==> src/rtl/clkgen_ctrl.sv <==
// Run/stop/step controller for the slow-clock divider with two round-robin command ports.
// CLKGEN_CTRL_AUTORUN_EN: when defined, reset leaves the divider in RUN instead of STOP.
module clkgen_ctrl #(
  parameter int CLK_IN_HZ = 50000000,
  parameter int DEF_FREQ  = 1000,
  parameter int DEF_LIMIT = CLK_IN_HZ / 2 / DEF_FREQ,
  parameter int CNT_W     = 32
) (
  input  logic             clkin,
  input  logic             rst,
  input  logic             req0_valid,
  input  logic [1:0]       req0_op,
  input  logic [CNT_W-1:0] req0_data,
  output logic             gnt0,
  input  logic             req1_valid,
  input  logic [1:0]       req1_op,
  input  logic [CNT_W-1:0] req1_data,
  output logic             gnt1,
  output logic             clkout,
  output logic             tick,
  output logic [1:0]       state,
  output logic [CNT_W-1:0] limit
);

  typedef enum logic [1:0] {
    ST_STOP = 2'd0,
    ST_RUN  = 2'd1,
    ST_STEP = 2'd2
  } state_t;

  typedef enum logic [1:0] {
    OP_RUN  = 2'd0,
    OP_STOP = 2'd1,
    OP_STEP = 2'd2,
    OP_LOAD = 2'd3
  } op_t;

  state_t           st;
  logic [CNT_W-1:0] cnt;
  logic             rr_last;

  logic [CNT_W-1:0] lim_eff;
  logic [CNT_W:0]   cnt_inc;
  logic             wrap;
  logic             elig0, elig1;
  logic             acc0, acc1, acc;
  op_t              acc_op;
  logic [CNT_W-1:0] acc_data;

  assign state = st;

  always_comb begin
    lim_eff = (limit == '0) ? CNT_W'(1) : limit;
    cnt_inc = {1'b0, cnt} + {{CNT_W{1'b0}}, 1'b1};
    wrap    = (st != ST_STOP) && (cnt_inc >= {1'b0, lim_eff});
  end

  // A granted command is still on the bus during its gnt cycle, so mask it out.
  always_comb begin
    elig0    = req0_valid & ~gnt0;
    elig1    = req1_valid & ~gnt1;
    acc0     = 1'b0;
    acc1     = 1'b0;
    if (st != ST_STEP) begin
      acc0 = elig0 & (~elig1 | rr_last);
      acc1 = elig1 & (~elig0 | ~rr_last);
    end
    acc      = acc0 | acc1;
    acc_op   = acc1 ? op_t'(req1_op) : op_t'(req0_op);
    acc_data = acc1 ? req1_data : req0_data;
  end

  always_ff @(posedge clkin) begin
    if (rst) begin
`ifdef CLKGEN_CTRL_AUTORUN_EN
      st      <= ST_RUN;
`else
      st      <= ST_STOP;
`endif
      cnt     <= '0;
      limit   <= CNT_W'(DEF_LIMIT);
      clkout  <= 1'b0;
      tick    <= 1'b0;
      gnt0    <= 1'b0;
      gnt1    <= 1'b0;
      rr_last <= 1'b1;
    end else begin
      gnt0 <= acc0;
      gnt1 <= acc1;
      tick <= wrap;
      if (acc) rr_last <= acc1;

      // Toggle decision is based on pre-command state and limit.
      if (wrap) begin
        clkout <= ~clkout;
        cnt    <= '0;
      end else if (st != ST_STOP) begin
        cnt <= cnt_inc[CNT_W-1:0];
      end

      if (wrap && st == ST_STEP) st <= ST_STOP;

      if (acc) begin
        case (acc_op)
          OP_RUN:  st <= ST_RUN;
          OP_STOP: st <= ST_STOP;
          OP_STEP: st <= ST_STEP;
          OP_LOAD: begin
            limit <= acc_data;
            cnt   <= '0;
          end
          default: st <= st;
        endcase
      end
    end
  end

endmodule

==> config.mk <==
export PLATFORM = sky130hd
export DESIGN_NAME = clkgen_ctrl
export DESIGN_NICKNAME = d
export VERILOG_FILES = /design/src/rtl/clkgen_ctrl.sv
export SDC_FILE = /design/constraint.sdc
export NUM_CORES = 1
export LEC_CHECK = 0
export ABC_AREA = 1
export CAP_MARGIN = 15
export CORE_MARGIN = 4
export CORE_UTILIZATION = 45
export DETAILED_ROUTE_END_ITERATION = 7
export PLACE_DENSITY = 0.78
export SYNTH_ARGS = -nofsm -noshare
export SYNTH_HDL_FRONTEND = slang
export SYNTH_SLANG_ARGS = --single-unit
==> constraint.sdc <==
create_clock -name clkin -period 3.1 [get_ports clkin]
set_clock_uncertainty 0.2 [all_clocks]
set_input_delay 0.31 -clock clkin [delete_from_list [all_inputs] [get_ports clkin]]
set_output_delay 0.31 -clock clkin [all_outputs]
set_load 0.02 [all_outputs]
==> flow_summary_export.csv, run 1 <==
group,metric,value,unit
floorplanning,rows,37,
worst_hold_path,hold_class,"flip-flop to flip-flop",
placed_design,hpwl,11300,um
clock_network,cts_tree,"yes",
floorplanning,fp.dieW,111.4,um
power_and_ir_drop,internal-power,2.345,mW
clock_network,cts.sinks,71,
critical_path,arrival,3310,ps
detailed_routing,dr_total_vias,5451,
global_routing,grt_max_degree,38,
detailed_routing,drc_errors,0,
global_routing,grt_overflow,0,
layout,drive_gt1_frac,0.2301,
power_and_ir_drop,peakVddDrop,0.0002905,V
synth,synth-seq-cells,71,
synth,yosysUniqueCellTypes,37,
placed_design,placed_cells,967,
floorplanning,ios,110,
global_routing,grt_antenna_before_repair,0,
layout,fin_nets,965,
clock_network,clkTransAtPathRegs,80,ps
global_routing,grt_pass1_vias,5293,
timing,post-route-period-util,1.052,
clock_network,cts_hold_buf,0,
power_and_ir_drop,switching_share,0.4279,
worst_hold_path,hp-start,"cnt[7]",
power_and_ir_drop,seqPwrFrac,0.311,
timing,fin_ws,-160.1,ps
synth,ys_warn_count,0,
synth,syn_avg_cell_area,6.910,um2
power_and_ir_drop,clkPwrFrac,0.168,
critical_path,critPathLaunch,"cnt[8]",
detailed_routing,wl_per_cell,15.83,um
detailed_routing,firstDrtPassIters,5,
clock_network,clockBufferDepth,2,
timing,slew_headroom,0.3428,
global_routing,grt_pass1_wl,24650,um
clock_network,htree_levels,3,
clock_network,numCtsBuffers,9,
placed_design,placed_cell_area,6371,um2
timing,period_minus_slack,3260,ps
flow_run,cap_viol_max_count,0,
layout,fin_area,7064,um2
critical_path,crit_type,"flip-flop to flip-flop",
critical_path,crit_fanout,5,
timing,rsz0062_at_grt,"yes",
status,outcome,"finished with violations",
clock_network,clock_latency,370,ps
critical_path,worstPathRequired,3150,ps
power_and_ir_drop,leakage,3.145,nW
detailed_routing,drt_iter0_markers,317,
power_and_ir_drop,p_comb_frac,0.521,
critical_path,end_kind,"flip-flop",
timing,final_max_slew_viol_count,0,
synth,synthFlopType,"dfxtp_1",
global_routing,grtUsageTotal,0.2386,
synth,async_flop_share,0,
floorplanning,die_h,111.4,um
timing,setup-violations-final,35,
synth,synthesis.area,4810,um2
timing,hold_viol,0,
critical_path,worst_setup_path_start_kind,"flip-flop",
critical_path,reg2reg_from,"cnt[8]",
floorplanning,initial_core_util,0.4638,
placed_design,portBuffers,109,
layout,syn_to_final_growth,46.88,%
synth,synth_edf_count,0,
detailed_routing,wl,15840,um
synth,synth_seq_area_share,0.2955,
detailed_routing,drt.antenna.violating_nets,0,
layout,postLayoutCoreUtil,0.6812,
synth,syn_inst,696,
floorplanning,coreArea,10370,um2
synth,synth_nets,801,
timing,worst_slew_pin_slew,984.7,ps
status,violations,"negative setup slack",
placed_design,place.gp.congestion,0.9411,
timing,clock.fmax,0.3067,GHz
power_and_ir_drop,p_per_area,580.3,nW/um2
layout,fin_cells,1001,
clock_network,root_buffer,"clkbuf_8",
layout,antenna_cells,0,
power_and_ir_drop,p_sw,1.754,mW
floorplanning,die-area,12410,um2
detailed_routing,vias_per_cell,5.446,
power_and_ir_drop,p_total,4.099,mW
==> sequential cells by signal, summed over array words and instances, names as in the netlist <==
name     flops
cnt         32
limit       32
state        2
clkout       1
gnt0         1
gnt1         1
rr_last      1
tick         1
==> worst max-delay path, cell delays in order, from the launching register on <==
cell and delay [ps]:
dfxtp_1 400, nand2_1 140, nor2_2 180, nand2_2 110, nor2_8 140, nand2_4 70
nor2_4 190, nand2_2 90, xor2_2 160, inv_1 100, ha_4 290, nand2_4 50
nor3_4 180, inv_2 60, nor3_2 100, nand2_1 80, inv_1 60, nand2_2 50
nand2_2 90, nand2_4 70, nand2_8 160, clkbuf_16 160, a21oi_2 30
==> metrics by stage <==
stage | setup TNS (ps) | setup WS, ps | hold WS, ps
after floorplan | 0 | 5.290 | 182.4
after global placement | -2675 | -103.3 | 285.8
after detailed placement | -4566 | -159.9 | 308.0
after CTS | -2425 | -87.24 | 319.4
after global routing | -8497 | -267.9 | 343.9
final | -4760 | -160.1 | 319.3
==> placed cells by master (no fill, tap or decap), types with 9 or more instances in the layout <==
cell	n
a21oi_1	16
a21oi_2	9
a31oi_1	26
buf_4	66
clkbuf_8	11
clkdlybuf4s50_1	109
dfxtp_1	58
dfxtp_2	10
ha_1	29
inv_1	89
nand2_1	141
nand2_2	13
nand3_1	21
nand4_1	43
nor2_1	35
nor2_2	25
nor2_4	12
o211ai_1	13
o21ai_0	38
o21ai_1	14
xor2_1	16
==> final cells by class <==
| class | instances | area [um2] |
|---|---|---|
| fill | 820 | 3306 |
| clock inverter | 3 | 17.52 |
| multi-input combinational | 501 | 3199 |
| inverter | 95 | 356.6 |
| sequential | 71 | 1445 |
| tap | 136 | 170.2 |
| clock buffer | 13 | 158.9 |
| timing repair buffer | 182 | 1717 |
==> cells in the mapped netlist, types with 2 or more instances <==
master,number,area [um2]
a21oi_1,17,85.08
a21oi_2,8,70.07
a31oi_1,26,162.7
buf_2,3,15.01
buf_4,4,30.03
buf_6,3,33.78
clkbuf_1,19,71.32
dfxtp_1,71,1421
ha_1,33,412.9
inv_1,93,349.1
inv_2,2,7.510
nand2_1,153,574.3
nand2_2,7,43.79
nand2_4,3,33.78
nand3_1,23,115.1
nand4_1,43,269.0
nor2_1,49,183.9
nor2_2,20,125.1
nor2_4,3,33.78
nor3_1,9,45.04
nor4_1,5,31.28
o211ai_1,13,97.59
o21ai_0,39,195.2
o21ai_1,13,65.06
or2_2,2,12.51
xor2_1,24,210.2
==> what timing repair did <==
action / CTS / global route
resized for setup: 25 / 64
gates cloned: 1 / 1
endpoints found under the setup margin: 35 / 35
setup buffers: 5 / 11
pin swaps: 6 / 29
==> kinds of logic after synthesis <==
kind of cell	share of synthesized area
flip-flops	0.2955
buffers and inverters	0.1054
XOR/XNOR	0.04370
AO/OA/AOI/OAI	0.1488
adder cells (fa/ha/maj)	0.08585
AND/OR/NAND/NOR	0.3187
multiplexers	0.002081
==> power groups by stage <==
stage / Clock [mW] / Sequential (mW) / Combinational, mW
2_1_floorplan: 0 / 1.30 / 1.09
3_3_place_gp: 0 / 1.25 / 1.77
3_5_place_dp: 0 / 1.26 / 1.82
4_1_cts: 0.695 / 1.25 / 1.91
5_1_grt: 0.739 / 1.29 / 2.35
6_report: 0.689 / 1.27 / 2.14
==> path summary, 6_finish.rpt <==
check | slack [ps] | endpoint | depth (start not counted)
worst max-delay path | -160 | cnt[0] | 22
worst min-delay path | 320 | cnt[7] | 2
worst max register to register | -160 | cnt[0] | 22
worst min register to register | 320 | cnt[7] | 2
==> per-layer routing <==
layer	vias to the layer above	GRT usage	part of all wire
met5	-	0	0
met4	0	0.1006	0.033
met3	45	0.04511	0.078
met2	261	0.3840	0.47
met1	2490	0.3141	0.42
li1	2655	-	-
Note: power is estimated with default switching activity, not from simulation.
==> inputs of run 2 (changes only) <==
--- a/config.mk
+++ b/config.mk
@@ -5,7 +5,6 @@
 export SDC_FILE = /design/constraint.sdc
 export NUM_CORES = 1
 export LEC_CHECK = 0
-export ABC_AREA = 1
 export CAP_MARGIN = 15
 export CORE_MARGIN = 4
 export CORE_UTILIZATION = 45
==> run 2 against run 1 <==
Compared with the run above:
- core utilization is 0.60 points higher
- critical path type unchanged
- worst hold slack better by 1.6 ps
- clock power rose by 11%
- critical endpoint is now clkout
- power is 38% lower
- final area up 0.42%
- fmax decreased by 12%
- the flow still finishes with violations (negative setup slack)
==> flow_summary_export.csv, run 2 <==
group,metric,value,unit
status,outcome,"finished with violations",
status,violations,"negative setup slack",
layout,fillers,703,
synth,yosys-top-cells-count,"dfxtp_1 (71), nor2_1 (70), nand3_1 (45), nand2_1 (41), inv_1 (35)",
synth,yosysUniqueCellTypes,51,
detailed_routing,routed.top_layer,"met4",
critical_path,crit_type,"flip-flop to flip-flop",
synth,async_flop_share,0,
clock_network,cts_hold_buf,0,
synth,synth_mux_area_frac,0.06933,
synth,synth_seq_area_share,0.2983,
power_and_ir_drop,p_total,2.525,mW
power_and_ir_drop,p_comb_frac,0.292,
synth,ys_warn_count,0,
placed_design,place.gp.congestion,0.8933,
global_routing,grt_pass1_vias,5127,
clock_network,clockBufferDepth,2,
synth,synth_nets,693,
synth,yosysMostFrequentCell,"dfxtp_1",
detailed_routing,drt_iter0_markers,421,
detailed_routing,drt.antenna.violating_nets,0,
power_and_ir_drop,peakVddDrop,0.0002881,V
detailed_routing,vias_per_cell,5.593,
clock_network,htree_levels,3,
synth,synth.area.top_cells,"dfxtp_1 (30%), ha_1 (8.7%), mux2i_1 (6.9%)",
layout,drive_gt1_frac,0.2199,
detailed_routing,dr_total_vias,5084,
floorplanning,coreArea,10320,um2
timing,setup_tns,-17490,ps
critical_path,crit_fanout,6,
layout,fin_area,7094,um2
clock_network,clock_latency,360,ps
placed_design,portBuffers,109,
timing,setup-violations-final,35,
critical_path,end_kind,"flip-flop",
synth,synthFlopType,"dfxtp_1",
timing,post-route-period-util,1.189,
power_and_ir_drop,seqPwrFrac,0.405,
clock_network,cts.sinks,71,
floorplanning,ios,110,
detailed_routing,firstDrtPassIters,5,
floorplanning,initial_core_util,0.4615,
layout,fin_nets,873,
layout,syn_to_final_growth,48.90,%
critical_path,crit_family,"simple AND/OR/NAND/NOR gates",
synth,syn_avg_cell_area,8.103,um2
layout,antenna_cells,0,
timing,rsz0062_at_grt,"yes",
clock_network,root_buffer,"clkbuf_8",
power_and_ir_drop,internal-power,1.693,mW
global_routing,grt_antenna_before_repair,0,
timing,slew_headroom,0.6034,
layout,final_common_cell,"clkdlybuf4s50_1",
critical_path,worstPathRequired,3160,ps
synth,synthesis.area,4765,um2
detailed_routing,wl,15450,um
placed_design,hpwl,10760,um
detailed_routing,wl_per_cell,17.00,um
worst_hold_path,hold_class,"flip-flop to flip-flop",
clock_network,cts_tree,"yes",
synth,synth_edf_count,0,
global_routing,grt_overflow,0,
timing,fin_ws,-584.6,ps
synth,synthAdderAreaFrac,0.08666,
synth,syn_inst,588,
placed_design,dp_slack,-420.8,ps
detailed_routing,wl_met1,6280,um
power_and_ir_drop,switching_share,0.3294,
timing,final_max_slew_viol_count,0,
floorplanning,fp.dieW,110.9,um
timing,worst_slew_pin_slew,594.9,ps
critical_path,crit_path_top_delay_cell,"or3_4",
detailed_routing,wl_met2,7603,um
timing,period_minus_slack,3685,ps
synth,synth_top_area_cell,"dfxtp_1",
placed_design,placed_cell_area,6485,um2
timing,whs,320.9,ps
synth,synth_top_family_by_area,"simple AND/OR/NAND/NOR gates",
critical_path,cp_slowest_stage_delay,380,ps
critical_path,crit_cells,16,
synth,synth-seq-cells,71,
synth,synth-compound-area-share,0.1174,
power_and_ir_drop,clkPwrFrac,0.303,
worst_hold_path,min_path_cells,2,
flow_run,cap_viol_max_count,0,
detailed_routing,drc_errors,0,
critical_path,arrival,3740,ps
floorplanning,die_h,110.9,um
critical_path,critPathBufInv,4,
critical_path,r2r_cells,16,
synth,synth-simple-area-share,0.2705,
power_and_ir_drop,p_per_area,355.9,nW/um2
power_and_ir_drop,leakage,3.030,nW
timing,hold_viol,0,
floorplanning,die-area,12300,um2
clock_network,clkTransAtPathRegs,80,ps
global_routing,grt_pass1_wl,24300,um
synth,synthXorXnorAreaFrac,0.09007,
synth,synthDominantCellAreaShare,0.2983,
critical_path,worst_setup_path_start_kind,"flip-flop",
global_routing,grt_max_degree,43,
detailed_routing,wl_met3,1138,um
layout,final_cell_mix,"clkdlybuf4s50_1 (109), buf_4 (78), dfxtp_1 (66)",
timing,clock.fmax,0.2714,GHz
critical_path,critical_path.cell_chain,"ha_4 > nand3_4 > or3_4 > nand4b_4 > buf_4 > buf_4 > xnor2_1 > ha_1 > nand4_1 > inv_1 > a221oi_2 > nand4_1 > nand3_4 > buf_6 > mux2i_1 > nand2_1",
global_routing,grtUsageTotal,0.2373,
power_and_ir_drop,p_sw,0.8318,mW
floorplanning,rows,37,
clock_network,numCtsBuffers,9,
run 2: changes by cell type in the layout (fill, tap and decap cells not counted), moves of 13 or more:
cell      change
mux2i_1      +32
xnor2_1      +25
o21ai_1      -13
nand4_1      -20
nand3_1      +19
a31oi_1      -26
nand2_1     -103
a211oi_1     +26
o21ai_0      -25
nor2_2       -13
nor3_1       +15
nor2_1       +21
inv_1        -54
run 2: layout make-up:
| cell class | count | area [um2] | area share |
|---|---|---|---|
| clock inverter | 7 | 72.57 | 0.01023 |
| clock buffer | 9 | 123.9 | 0.01746 |
| inverter | 35 | 131.4 | 0.01852 |
| multi-input combinational | 448 | 3251 | 0.4582 |
| timing repair buffer | 203 | 1916 | 0.2700 |
| sequential | 71 | 1430 | 0.2016 |
| tap | 136 | 170.2 | 0.02399 |
run 2: path summary, 6_finish.rpt:
| kind | startpoint | endpoint | slack, ps |
|---|---|---|---|
| max | cnt[1] | clkout | -580 |
| min reg2reg | rr_last | rr_last | 320 |
| min | rr_last | rr_last | 320 |
| max reg2reg | cnt[1] | clkout | -580 |
run 2: what timing repair did:
action / 4_1_cts / 5_1_grt
buffers inserted: 9 / 7
resized for setup: 23 / 34
setup endpoints to repair: 35 / 35
gates cloned: 2 / 0
pin swaps: 14 / 8
run 2: cells by family (layout without fill, tap and decap cells):
group                      Yosys count  in the layout
AOI/OAI and AO/OA                   80             80
xor gates and xnor gates            49             49
adders and majority gates           33             33
buffers and inverters               69            254
DFF                                 71             71
muxes                               33             33
and+or+nand+nor                    253            253
run 2: stage by stage:
stage	cells	util
after floorplan	588	-
after global placement	875	0.6282
after detailed placement	875	0.6282
after CTS	902	0.6695
after global routing	909	0.6872
final	909	0.6872
run 2: power groups by stage:
stage               registers [mW]  clock network, mW  logic, mW
finish                        1.02              0.765      0.737
global route                  1.03              0.812      0.793
CTS                           1.02              0.767      0.716
detailed placement            1.04                  0      0.675
global placement              1.04                  0      0.651
floorplan                     1.08                  0      0.326
run 2: metal layers:
layer / global-route usage / up-vias
met3: 0.05349 / 41
met1: 0.2858 / 2358
met4: 0.08374 / 0
met2: 0.4138 / 248
met5: 0 / -
li1: - / 2437
run 2: tightest hold or removal path, cell delays in order, from the launching register on:
cell and delay [ps]:
dfxtp_1 360, a21oi_1 70, nand2_1 60
==> inputs of run 3 (changes only) <==
--- a/config.mk
+++ b/config.mk
@@ -6,6 +6,7 @@
 export NUM_CORES = 1
 export LEC_CHECK = 0
 export CAP_MARGIN = 15
+export CORE_ASPECT_RATIO = 0.5
 export CORE_MARGIN = 4
 export CORE_UTILIZATION = 45
 export DETAILED_ROUTE_END_ITERATION = 7
==> run 3 against run 2 <==
Compared with the run above:
- sequential share of layout area shrank 0.15 points
- fmax up 3.2%
- register-to-register slack improved by 120 ps
- non-clock buffer count grew 5
- combinational power about the same
- the flow still finishes with violations (negative setup slack)
- flip-flop and latch count did not move
- worst hold slack worse by 14 ps
- clock power is 26% higher
- core utilization is 0.63 points higher
- wire length is 2.3% higher
==> flow_summary_export.csv, run 3 (same netlist as run 2, synthesis figures left out) <==
group,metric,value,unit
detailed_routing,firstDrtPassIters,5,
detailed_routing,dr_total_vias,5118,
clock_network,root_buffer,"clkbuf_16",
global_routing,grtUsageTotal,0.2375,
timing,fin_ws,-469.1,ps
power_and_ir_drop,p_per_area,382.8,nW/um2
layout,postLayoutCoreUtil,0.6935,
timing,slew_headroom,0.5983,
detailed_routing,drt.antenna.violating_nets,0,
critical_path,worstPathRequired,3160,ps
floorplanning,fp.dieW,153.5,um
timing,clock.fmax,0.2802,GHz
status,violations,"negative setup slack",
global_routing,grt_pass1_wl,23890,um
floorplanning,initial_core_util,0.4635,
clock_network,htree_levels,3,
floorplanning,ios,110,
status,outcome,"finished with violations",
clock_network,cts_tree,"yes",
detailed_routing,vias_per_cell,5.575,
layout,final_cell_mix,"clkdlybuf4s50_1 (109), buf_4 (88), dfxtp_1 (69)",
timing,setup-violations-final,35,
floorplanning,rows,26,
critical_path,crit_fanout,13,
placed_design,hpwl,11110,um
timing,hold_viol,0,
critical_path,arrival,3630,ps
timing,rsz0062_at_grt,"yes",
flow_run,cap_viol_max_count,0,
clock_network,clkTransAtPathRegs,60,ps
placed_design,place.gp.congestion,0.8978,
power_and_ir_drop,leakage,3.052,nW
critical_path,end_kind,"flip-flop",
clock_network,cts_hold_buf,0,
floorplanning,die-area,12400,um2
placed_design,portBuffers,109,
layout,final_common_cell,"clkdlybuf4s50_1",
layout,drive_gt1_frac,0.2018,
detailed_routing,wl,15810,um
critical_path,worst_setup_path_start_kind,"flip-flop",
global_routing,grt_pass1_vias,4717,
clock_network,clock_latency,340,ps
power_and_ir_drop,peakVddDrop,0.0002460,V
floorplanning,coreArea,10280,um2
worst_hold_path,hold_class,"flip-flop to flip-flop",
clock_network,numCtsBuffers,9,
detailed_routing,drc_errors,0,
floorplanning,die_h,80.76,um
detailed_routing,drt_iter0_markers,553,
detailed_routing,wl_per_cell,17.22,um
layout,fin_nets,878,
timing,period_minus_slack,3569,ps
timing,worst_slew_pin_slew,602.6,ps
timing,final_max_slew_viol_count,0,
global_routing,grt_antenna_before_repair,0,
timing,post-route-period-util,1.151,
clock_network,cts.sinks,71,
layout,antenna_cells,0,
clock_network,clockBufferDepth,2,
critical_path,crit_type,"flip-flop to flip-flop",
placed_design,dp_slack,-357.8,ps
global_routing,grt_max_degree,40,
global_routing,grt_overflow,0,
layout,syn_to_final_growth,49.63,%
-- run 3: repair_timing --
item                                   in CTS  in global routing
buffers inserted                            7                  8
resized for setup                          16                 14
endpoints found under the hold margin       0                  0
gates cloned                                1                  2
setup endpoints to repair                  35                 35
pin swaps                                  16                 18
-- run 3: area by class of cell --
type                       instances  area, um2
fill                             781       3151
multi-input combinational        448       3178
clock inverter                     3      17.52
timing repair buffer             208       1941
tap                              140      175.2
clock buffer                      13      260.3
sequential                        71       1426
inverter                          35      131.4
-- run 3: critical path: stages (launching register included) --
cell and delay (ps):
dfxtp_4 360, ha_4 150, nand3_4 80, or2_4 260
nor3_4 300, nand2_2 140, nor2_2 110, xor2_1 260
ha_1 320, a21oi_2 140, o21ai_2 70, a221oi_2 330
o21ai_1 190, nand3_4 180, buf_8 170, nand3_1 90
a21boi_1 140
-- run 3: path summary, 6_finish.rpt --
check	from	to	slack, ps	cells after the start
setup / recovery	cnt[0]	cnt[1]	-470	16
hold / removal	rr_last	rr_last	310	2
hold reg to reg	rr_last	rr_last	310	2
setup reg to reg	cnt[0]	cnt[1]	-470	16
-- run 3: per-stage QoR --
| stage | TNS (ps) | area (um2) | hold slack [ps] | total power, mW | std cells |
|---|---|---|---|---|---|
| after global routing | -18960 | 7129 | 321.4 | 2.837 | 918 |
| after global placement | -7399 | 6528 | 282.0 | 1.698 | 884 |
| after CTS | -8849 | 6955 | 307.8 | 2.691 | 908 |
| after floorplan | -7491 | 4828 | 255.8 | 1.405 | 588 |
| final | -14090 | 7129 | 306.6 | 2.729 | 918 |
| after detailed placement | -10220 | 6528 | 290.8 | 1.715 | 884 |
-- run 3: power by group --
group          switching [mW]  total (mW)  internal, mW  leakage [nW]
clock network           0.383       0.966         0.583         0.136
registers              0.0634        1.03         0.964         0.578
logic                   0.380       0.736         0.357          2.34
-- run 3: metal layers --
metal,vias to the layer above,GRT usage,routed length (um),part of all wire
met5,-,0,0,0
met3,36,0.04630,1279,0.081
met1,2393,0.3288,6981,0.44
met4,0,0.04934,329,0.021
li1,2444,-,-,-
met2,245,0.3904,7215,0.46
